[config.mk]
export PLATFORM = sky130hd
export DESIGN_NAME = scan_display_ctrl
export DESIGN_NICKNAME = d
export VERILOG_FILES = /design/src/rtl/scan_display_ctrl.sv
export SDC_FILE = /design/constraint.sdc
export NUM_CORES = 1
export LEC_CHECK = 0
export CORE_ASPECT_RATIO = 1.75
export CORE_MARGIN = 2
export CORE_UTILIZATION = 47
export CTS_BUF_LIST = sky130_fd_sc_hd__clkbuf_2
export DETAILED_ROUTE_END_ITERATION = 6
export PLACE_DENSITY = 0.85
export SLEW_MARGIN = 30
export SYNTH_ARGS = -nofsm -noshare
export SYNTH_HDL_FRONTEND = slang
export SYNTH_SLANG_ARGS = --single-unit
[constraint.sdc]
create_clock -name CLK -period 3.5 [get_ports CLK]
set_input_delay 0.7 -clock CLK [delete_from_list [all_inputs] [get_ports CLK]]
set_output_delay 0.7 -clock CLK [all_outputs]
set_load 0.01 [all_outputs]
[src/rtl/scan_display_ctrl.sv]
// Multiplexed seven-segment scan controller: one shared active-low segment bus,
// one-hot active-low digit enables, PWM brightness, blanking and zero suppression.
module scan_display_ctrl #(
  parameter int NUM_DIGITS = 6,
  parameter int SEL_W      = 3,
  parameter int DIV_W      = 4,
  parameter int DUTY_W     = 3
) (
  input  logic                      CLK,
  input  logic                      RST,
  input  logic                      EN,
  input  logic [4*NUM_DIGITS-1:0]   DATA,
  input  logic [NUM_DIGITS-1:0]     DP,
  input  logic [NUM_DIGITS-1:0]     BLANK,
  input  logic                      LZS,
  input  logic [DUTY_W:0]           DUTY,
  output logic [SEL_W-1:0]          SEL,
  output logic [NUM_DIGITS-1:0]     DIG,
  output logic [6:0]                SEG,
  output logic                      DPO,
  output logic                      FRAME
);

  localparam logic [SEL_W-1:0]  LAST_SLOT = SEL_W'(NUM_DIGITS - 1);
  localparam logic [DIV_W-1:0]  CNT_MAX   = '1;
  localparam logic [DUTY_W:0]   DUTY_FULL = {1'b1, {DUTY_W{1'b0}}};

  logic [SEL_W-1:0]      r_slot;
  logic [DIV_W-1:0]      r_cnt;

  logic [3:0]            w_nib;
  logic                  w_blank;
  logic                  w_dp;
  logic                  w_supp_cur;
  logic                  w_zero_run;
  logic [NUM_DIGITS-1:0] w_supp;
  logic [DUTY_W-1:0]     w_cnt_hi;
  logic                  w_duty_ok;
  logic                  w_lit;
  logic [NUM_DIGITS-1:0] w_dig;
  logic [6:0]            w_seg;

  function automatic logic [6:0] hex_decode(input logic [3:0] nib);
    logic [6:0] seg;
    case (nib)
      4'h0: seg = 7'h40;
      4'h1: seg = 7'h79;
      4'h2: seg = 7'h24;
      4'h3: seg = 7'h30;
      4'h4: seg = 7'h19;
      4'h5: seg = 7'h12;
      4'h6: seg = 7'h02;
      4'h7: seg = 7'h78;
      4'h8: seg = 7'h00;
      4'h9: seg = 7'h10;
      4'hA: seg = 7'h08;
      4'hB: seg = 7'h03;
      4'hC: seg = 7'h46;
      4'hD: seg = 7'h21;
      4'hE: seg = 7'h06;
      default: seg = 7'h0E;
    endcase
    return seg;
  endfunction

  // Leading-zero run is accumulated from the most significant digit downwards.
  always_comb begin
    w_zero_run = 1'b1;
    w_supp     = '0;
    for (int i = NUM_DIGITS - 1; i >= 1; i--) begin
      w_zero_run = w_zero_run && (DATA[4*i +: 4] == 4'h0);
      w_supp[i]  = LZS && w_zero_run;
    end
  end

  always_comb begin
    w_nib      = 4'h0;
    w_blank    = 1'b0;
    w_dp       = 1'b0;
    w_supp_cur = 1'b0;
    for (int i = 0; i < NUM_DIGITS; i++) begin
      if (r_slot == SEL_W'(i)) begin
        w_nib      = DATA[4*i +: 4];
        w_blank    = BLANK[i];
        w_dp       = DP[i];
        w_supp_cur = w_supp[i];
      end
    end
  end

  // cnt==0 is always dark so the previous digit's pattern never ghosts onto the next.
  always_comb begin
    w_cnt_hi  = r_cnt[DIV_W-1 -: DUTY_W];
    w_duty_ok = (DUTY >= DUTY_FULL) || ({1'b0, w_cnt_hi} < DUTY);
    w_lit     = EN && (r_cnt != '0) && !w_blank && !w_supp_cur && w_duty_ok;
    w_seg     = w_lit ? hex_decode(w_nib) : 7'h7F;
    w_dig     = '1;
    for (int i = 0; i < NUM_DIGITS; i++) begin
      if (w_lit && (r_slot == SEL_W'(i))) w_dig[i] = 1'b0;
    end
  end

  always_ff @(posedge CLK or posedge RST) begin
    if (RST) begin
      r_slot <= '0;
      r_cnt  <= '0;
      SEL    <= '0;
      DIG    <= '1;
      SEG    <= 7'h7F;
      DPO    <= 1'b1;
      FRAME  <= 1'b0;
    end else begin
      if (EN) begin
        r_cnt <= r_cnt + 1'b1;
        if (r_cnt == CNT_MAX) begin
          r_slot <= (r_slot == LAST_SLOT) ? '0 : r_slot + 1'b1;
        end
      end
      SEL   <= r_slot;
      DIG   <= w_dig;
      SEG   <= w_seg;
      DPO   <= !(w_lit && w_dp);
      // SEL still holds the previous slot here, so this fires as SEL goes last -> 0.
      FRAME <= EN && (r_slot == '0) && (SEL == LAST_SLOT);
    end
  end

endmodule

==> impl_metrics.env, run 1 <==
export IMPL_required_ns=3.73
export IMPL_cts_sinks=25
export IMPL_status="complete, no violations"
export IMPL_final_setup_tns_ns=0
export IMPL_grt_max_degree=26
export IMPL_clk_latency_ns=0.33
export IMPL_grt_pass1_wl_um=6930
export IMPL_synth_area_um2=1750
export IMPL_pwr_share_comb_pct=66.4
export IMPL_antenna_cells=0
export IMPL_finalWeightedCongestion=0.876
export IMPL_n_fill_cell=285
export IMPL_peakVddDrop_v=0.000386
export IMPL_worstHoldStart="SEL[0]"
export IMPL_grt_ovfl_total=0
export IMPL_timing_rr_start="r_slot[2]"
export IMPL_drt_first_pass_iters=5
export IMPL_synth_seq_cells=25
export IMPL_grt_util_met1_pct=22.3
export IMPL_p_per_area_nw_per_um2=694
export IMPL_power_share_clock_pct=6.5
export IMPL_intPower_uw=928
export IMPL_coreArea_um2=3590
export IMPL_synth_simple_area_share_pct=17.9
export IMPL_cp_max_fo=13
export IMPL_leakage_nw=0.959
export IMPL_grtUsageTotal_pct=20.9
export IMPL_setup_viol=0
export IMPL_synth_nets=241
export IMPL_regToRegSetupSlack_ns=0.88
export IMPL_synth_mux_area_share_pct=5.58
export IMPL_pre_cts_ws_ns=0.657
export IMPL_ys_warn_count=0
export IMPL_first_global_vias=1588
export IMPL_synth_fa_ha_area_share_pct=7.87
export IMPL_post_route_period_util_pct=74.8
export IMPL_p_sw_uw=734
export IMPL_worstSetupStartpointType="flip-flop"
export IMPL_synthArstFlopShare_pct=100
export IMPL_initialDrtViolationCount=55
export IMPL_fin_skew_ns=0.0178
export IMPL_seq_area_um2=643
export IMPL_met2_usage_pct=38.6
export IMPL_wirelength_um=4200
export IMPL_slew_headroom_pct=45.0
export IMPL_cts_setup_buffers=0
export IMPL_p_seq_share_pct=27.1
export IMPL_drv_slew=0
export IMPL_multiInputGateArea_um2=981
export IMPL_rows=29
export IMPL_nNetsFinal=301
export IMPL_finalWorstSetupSlack_ns=0.883
export IMPL_synth_distinct_cells=51
export IMPL_drv_cap=0
export IMPL_die_area_um2=4240
export IMPL_antenna_found_initial=0
export IMPL_drc_errors=0
export IMPL_gr_usage_met3_pct=1.96
export IMPL_post_route_util_pct=66.7
export IMPL_cts_htree_levels=1
export IMPL_finalCriticalPeriod_ns=2.62
export IMPL_wl_per_cell_um=14.4
export IMPL_cts_tree="built"
export IMPL_vias=1651
export IMPL_start_util_pct=48.7
export IMPL_clk_pin_slew_worst_paths_ns=0.22
export IMPL_ctsHoldBuffers=0
export IMPL_area_growth_pct=37.0
export IMPL_io_buffers=61
export IMPL_synth_ff_type="dfstp_2"
export IMPL_yosysSeqAreaShare_pct=36.8
export IMPL_vias_per_cell=5.67
export IMPL_tightest_slew_ns=0.820
export IMPL_setup_worst_path_class="flip-flop to flip-flop"
export IMPL_crit_start="r_slot[2]"
export IMPL_ant_nets=0
export IMPL_cts_buffers=3
export IMPL_swShare_pct=44.2
export IMPL_fmax_ghz=0.382
export IMPL_synth_xor_area_share_pct=2.00
export IMPL_ios=62
export IMPL_hold_violations=0
export IMPL_top_usage_layer="met2"
export IMPL_syn_inst=186
export IMPL_postCtsResizedCells=0
export IMPL_synth_edf_count=0
export IMPL_root_buffer="clkbuf_2"
export IMPL_synth_compound_area_share_pct=22.8
export IMPL_die_x_um=50.1
export IMPL_synth_top_family_by_area="compound AO/OA/AOI/OAI gates"
export IMPL_hold_class="flip-flop to flip-flop"
export IMPL_layout_drive_gt1_share_pct=15.1
export IMPL_die_h_um=84.7
export IMPL_rsz0062_at_grt="false"
export IMPL_dp_hpwl_um=3460
export IMPL_cts_buffer_depth=2
export IMPL_syn_avg_cell_area_um2=9.40
export IMPL_end_kind="flip-flop"
export IMPL_critical_path_arrival_ns=2.85
-- cells in the mapped netlist (6+ instances only) --
cell | number | area share, %
nand2_1 | 17 | 3.7
dfstp_2 | 14 | 21
inv_1 | 13 | 2.8
dfrtp_1 | 11 | 16
ha_1 | 11 | 7.9
nor2_1 | 11 | 2.4
a21oi_1 | 9 | 2.6
o21ai_0 | 9 | 2.6
nand3_1 | 7 | 2.0
o211ai_1 | 7 | 3.0
mux2i_1 | 6 | 3.4
-- metal layers --
layer | vias up | wire length (µm)
met3 | 12 | 235
li1 | 789 | -
met5 | - | 0
met1 | 769 | 1450
met4 | 0 | 145
met2 | 81 | 2380
-- worst paths after layout --
check / cells after the start / endpoint
setup / recovery: 9 / SEG[6]
hold / removal: 2 / FRAME
setup reg to reg: 9 / SEG[6]
hold reg to reg: 2 / FRAME
max in group asynchronous: 2 / DIG[4]
min in group asynchronous: 2 / r_cnt[3]
-- state kept, by name, summed over array words and instances (netlist names) --
signal	flops
DIG	6
r_cnt	4
DPO	1
SEG	7
r_slot	3
SEL	3
FRAME	1
-- critical path: stages, from the launching register on --
cell and delay [ns]:
dfrtp_1 0.44, inv_2 0.12, ha_1 0.47, nor2_1 0.20, a21oi_1 0.44, inv_1 0.16, ha_1 0.25, a21boi_1 0.15
a21oi_1 0.15, o221ai_1 0.14
-- layout by cell type (no fill, tap or decap), types with 2 or more instances in the layout --
master | synthesis | routed
a21o_1 | 2 | 2
inv_1 | 13 | 12
nor2_1 | 11 | 11
nand3_1 | 7 | 7
o21ai_1 | 3 | 3
and2_1 | 3 | 3
clkbuf_2 | 0 | 4
mux2_2 | 2 | 2
nand2_1 | 17 | 17
ha_1 | 11 | 11
mux2i_1 | 6 | 6
o211ai_1 | 7 | 7
clkdlybuf4s50_1 | 0 | 61
buf_4 | 0 | 4
o22ai_1 | 2 | 2
nor4_1 | 4 | 4
o221ai_1 | 4 | 4
nor3_1 | 2 | 2
xnor2_1 | 3 | 3
dfrtp_1 | 11 | 11
dfstp_2 | 14 | 14
nand4_1 | 3 | 3
o21ai_0 | 9 | 9
a21oi_1 | 9 | 9
o21ai_2 | 3 | 3
nand2b_1 | 4 | 4
nand3b_1 | 2 | 2
-- kinds of logic (layout without fill, tap and decap cells) --
logic type	count (synthesis)	after routing
compound gates	53	53
xor+xnor	4	4
flops	25	25
buf+inv	24	83
fa+ha+maj	11	11
simple gates	60	60
mux	9	9
-- per-stage QoR --
stage / total power [mW] / hold WS, ns / area, µm² / std cells
global route: 1.81 / 0.554 / 2390 / 291
CTS: 1.66 / 0.536 / 2390 / 291
floorplan: 1.25 / 0.388 / 1750 / 186
finish: 1.66 / 0.531 / 2390 / 291
detailed placement: 1.56 / 0.511 / 2370 / 287
global placement: 1.52 / 0.505 / 2370 / 287
-- layout make-up --
class | count | share of cell area, %
Inverter | 14 | 2.19
Multi-Input combinational cell | 137 | 41.0
Timing Repair Buffer | 65 | 26.8
Clock buffer | 4 | 0.836
Tap cell | 46 | 2.40
Sequential cell | 25 | 26.9
-- power by group through the flow --
stage	Clock, mW	Sequential (mW)	Combinational (mW)
final	0.107	0.451	1.10
after global routing	0.121	0.464	1.22
after CTS	0.109	0.453	1.10
after detailed placement	0	0.459	1.10
after global placement	0	0.456	1.07
after floorplan	0	0.482	0.772
No activity file was read; power rests on OpenSTA's default activity.
==> run 2, diff against run 1 <==
Settings changed: CORE_UTILIZATION 47 to 42, PLACE_DENSITY 0.85 to 0.81.
Clock period 3.5 ns to 2.25 ns, I/O delays scaled along.
==> run 2 against run 1 <==
- total power grew 80%
- count of clock-buffer cells in the layout shrank 1
- sequential power grew 65%
- cell area grew 7.7%
- cell count grew 6.9%
- non-clock buffer count grew 17
- sequential cell count is the same
- die area grew 11%
- critical endpoint unchanged
- clock power grew 88%
- via count grew 3.3%
- first-iteration DRC count shrank 20%
- global-route usage is essentially flat
==> impl_metrics.env, run 2 (same netlist as run 1, synthesis figures left out) <==
export IMPL_grtUsageTotal_pct=21.0
export IMPL_ios=62
export IMPL_clk_latency_ns=0.38
export IMPL_intPower_mw=1.69
export IMPL_clk_pin_slew_worst_paths_ns=0.27
export IMPL_antenna_cells=0
export IMPL_die_h_um=89.3
export IMPL_wirelength_um=4570
export IMPL_grt_pass1_wl_um=7350
export IMPL_layout_common_cells="clkdlybuf4s50_1, buf_4, nand2_1"
export IMPL_timing_rr_start="r_slot[1]"
export IMPL_tightest_slew_ns=0.440
export IMPL_hold_class="input port to async pin"
export IMPL_crit_end="SEG[6]"
export IMPL_dp_hpwl_um=3730
export IMPL_drv_cap=0
export IMPL_worstSetupStartpointType="flip-flop"
export IMPL_reg2reg_to="SEG[6]"
export IMPL_die_area_um2=4710
export IMPL_antenna_found_initial=0
export IMPL_cts_tree="built"
export IMPL_finalWeightedCongestion=0.887
export IMPL_pwr_share_comb_pct=68.4
export IMPL_critPathTopFamily="compound AO/OA/AOI/OAI gates"
export IMPL_coreArea_um2=4070
export IMPL_root_buffer="clkbuf_2"
export IMPL_area_growth_pct=47.6
export IMPL_cts_buffers=3
export IMPL_power_share_clock_pct=6.7
export IMPL_setup_worst_path_class="flip-flop to flip-flop"
export IMPL_wl_per_cell_um=14.7
export IMPL_grt_ovfl_total=0
export IMPL_nNetsFinal=318
export IMPL_start_util_pct=42.9
export IMPL_required_ns=2.59
export IMPL_peakVddDrop_v=0.000652
export IMPL_layout_drive_gt1_share_pct=25.2
export IMPL_initialDrtViolationCount=44
export IMPL_leakage_nw=1.04
export IMPL_swShare_pct=43.6
export IMPL_top_register="SEG"
export IMPL_critical_path_arrival_ns=2.43
export IMPL_first_global_vias=1707
export IMPL_vias_per_cell=5.49
export IMPL_cp_max_fo=10
export IMPL_finalCriticalPeriod_ns=2.09
export IMPL_r2r_cells=10
export IMPL_dp_cells=305
export IMPL_p_sw_mw=1.30
export IMPL_crit_chain="and2_4 > ha_4 > o211ai_1 > o21ai_1 > a21oi_2 > inv_1 > ha_2 > a21boi_2 > a21oi_1 > o221ai_1"
export IMPL_slowest_delay_ns=0.54
export IMPL_slew_headroom_pct=70.7
export IMPL_post_route_period_util_pct=92.8
export IMPL_stdcell_count=311
export IMPL_cts_sinks=25
export IMPL_end_kind="flip-flop"
export IMPL_p_seq_share_pct=24.9
export IMPL_top_regs="SEG (7), DIG (6), r_cnt (4)"
export IMPL_drc_errors=0
export IMPL_cp_depth=10
export IMPL_crit_slowest_cell="dfrtp_2"
export IMPL_cts_htree_levels=1
export IMPL_cts_buffer_depth=2
export IMPL_vias=1706
export IMPL_fmax_ghz=0.479
export IMPL_p_per_area_nw_per_um2=1160
export IMPL_post_route_util_pct=63.3
export IMPL_die_x_um=52.8
export IMPL_io_buffers=61
export IMPL_status="complete, no violations"
export IMPL_fin_skew_ns=0.00943
export IMPL_drt_first_pass_iters=4
export IMPL_ant_nets=0
export IMPL_path_buf_inv=1
export IMPL_hold_violations=0
export IMPL_grt_max_degree=26
export IMPL_regToRegSetupSlack_ns=0.16
export IMPL_rows=31
export IMPL_final_common_cell="clkdlybuf4s50_1"
export IMPL_drv_slew=0
export IMPL_largest_reg_flops=7
export IMPL_setup_viol=0
export IMPL_crit_start="r_slot[1]"
## run 2: cell types whose count changed in the layout (fill, tap and decap cells not counted), moves of 2 or more
cell,previous run,this run
a21oi_1,9,7
dfrtp_2,0,3
o21ai_1,3,6
ha_2,0,2
buf_4,4,20
o21ai_0,9,6
a21oi_2,0,2
dfrtp_1,11,8
ha_1,11,8
## run 2: area by class of cell
cell class                 instances  area (µm²)
inverter                          14        52.6
sequential                        25         647
clock inverter                     1        8.76
clock buffer                       3        15.0
tap                               49        61.3
fill                             367        1490
timing repair buffer              82         781
multi-input combinational        137        1010
## run 2: per-stage QoR
stage	TNS, ns	worst slack [ns]	power, mW	instance area (µm²)	hold WS, ns
global placement	-0.0707	-0.0219	2.65	2530	0.515
CTS	0	0.0738	2.92	2550	0.357
detailed placement	-0.619	-0.0885	2.70	2530	0.517
floorplan	0	0.000713	2.02	1800	0.388
global route	-0.0377	-0.0211	3.19	2580	0.373
finish	0	0.162	2.99	2580	0.359
## run 2: worst reg2reg max path, cell delays in order (launching register included)
cell and delay [ns]:
dfrtp_2 0.54, and2_4 0.17, ha_4 0.18, o211ai_1 0.09, o21ai_1 0.10, a21oi_2 0.21
inv_1 0.12, ha_2 0.20, a21boi_2 0.17, a21oi_1 0.15, o221ai_1 0.14
## run 2: repair_timing
item / in CTS / in global routing
endpoints found under the setup margin: 0 / 4
hold buffers: 0 / 0
resized for setup: 0 / 5
setup buffers: 0 / 2
hold endpoints to repair: 0 / 0
## run 2: power groups by stage
stage / Clock [mW] / Combinational [mW] / Sequential, mW
floorplan: 0 / 1.27 / 0.750
global placement: 0 / 1.91 / 0.744
detailed placement: 0 / 1.96 / 0.746
CTS: 0.208 / 1.98 / 0.737
global route: 0.220 / 2.22 / 0.759
finish: 0.201 / 2.04 / 0.745
## run 2: how the worst min path moves through the flow
stage / start / to / slack, ns / cells past startpoint
2_1_floorplan: r_slot[1] / SEL[1] / 0.39 / 0
3_3_place_gp: r_cnt[0] / r_cnt[0] / 0.52 / 1
3_5_place_dp: SEL[1] / FRAME / 0.52 / 2
4_1_cts: RST / FRAME / 0.36 / 3
5_1_grt: RST / FRAME / 0.37 / 3
6_report: RST / r_slot[1] / 0.36 / 3
## run 2: routing by layer
layer  GRT usage, %  part of all wire, %  vias up
li1               -                    -      822
met1           21.9                   36      808
met2           38.3                   56       57
met3           3.01                  3.3       19
met4           12.4                  4.9        0
met5              0                    0        -
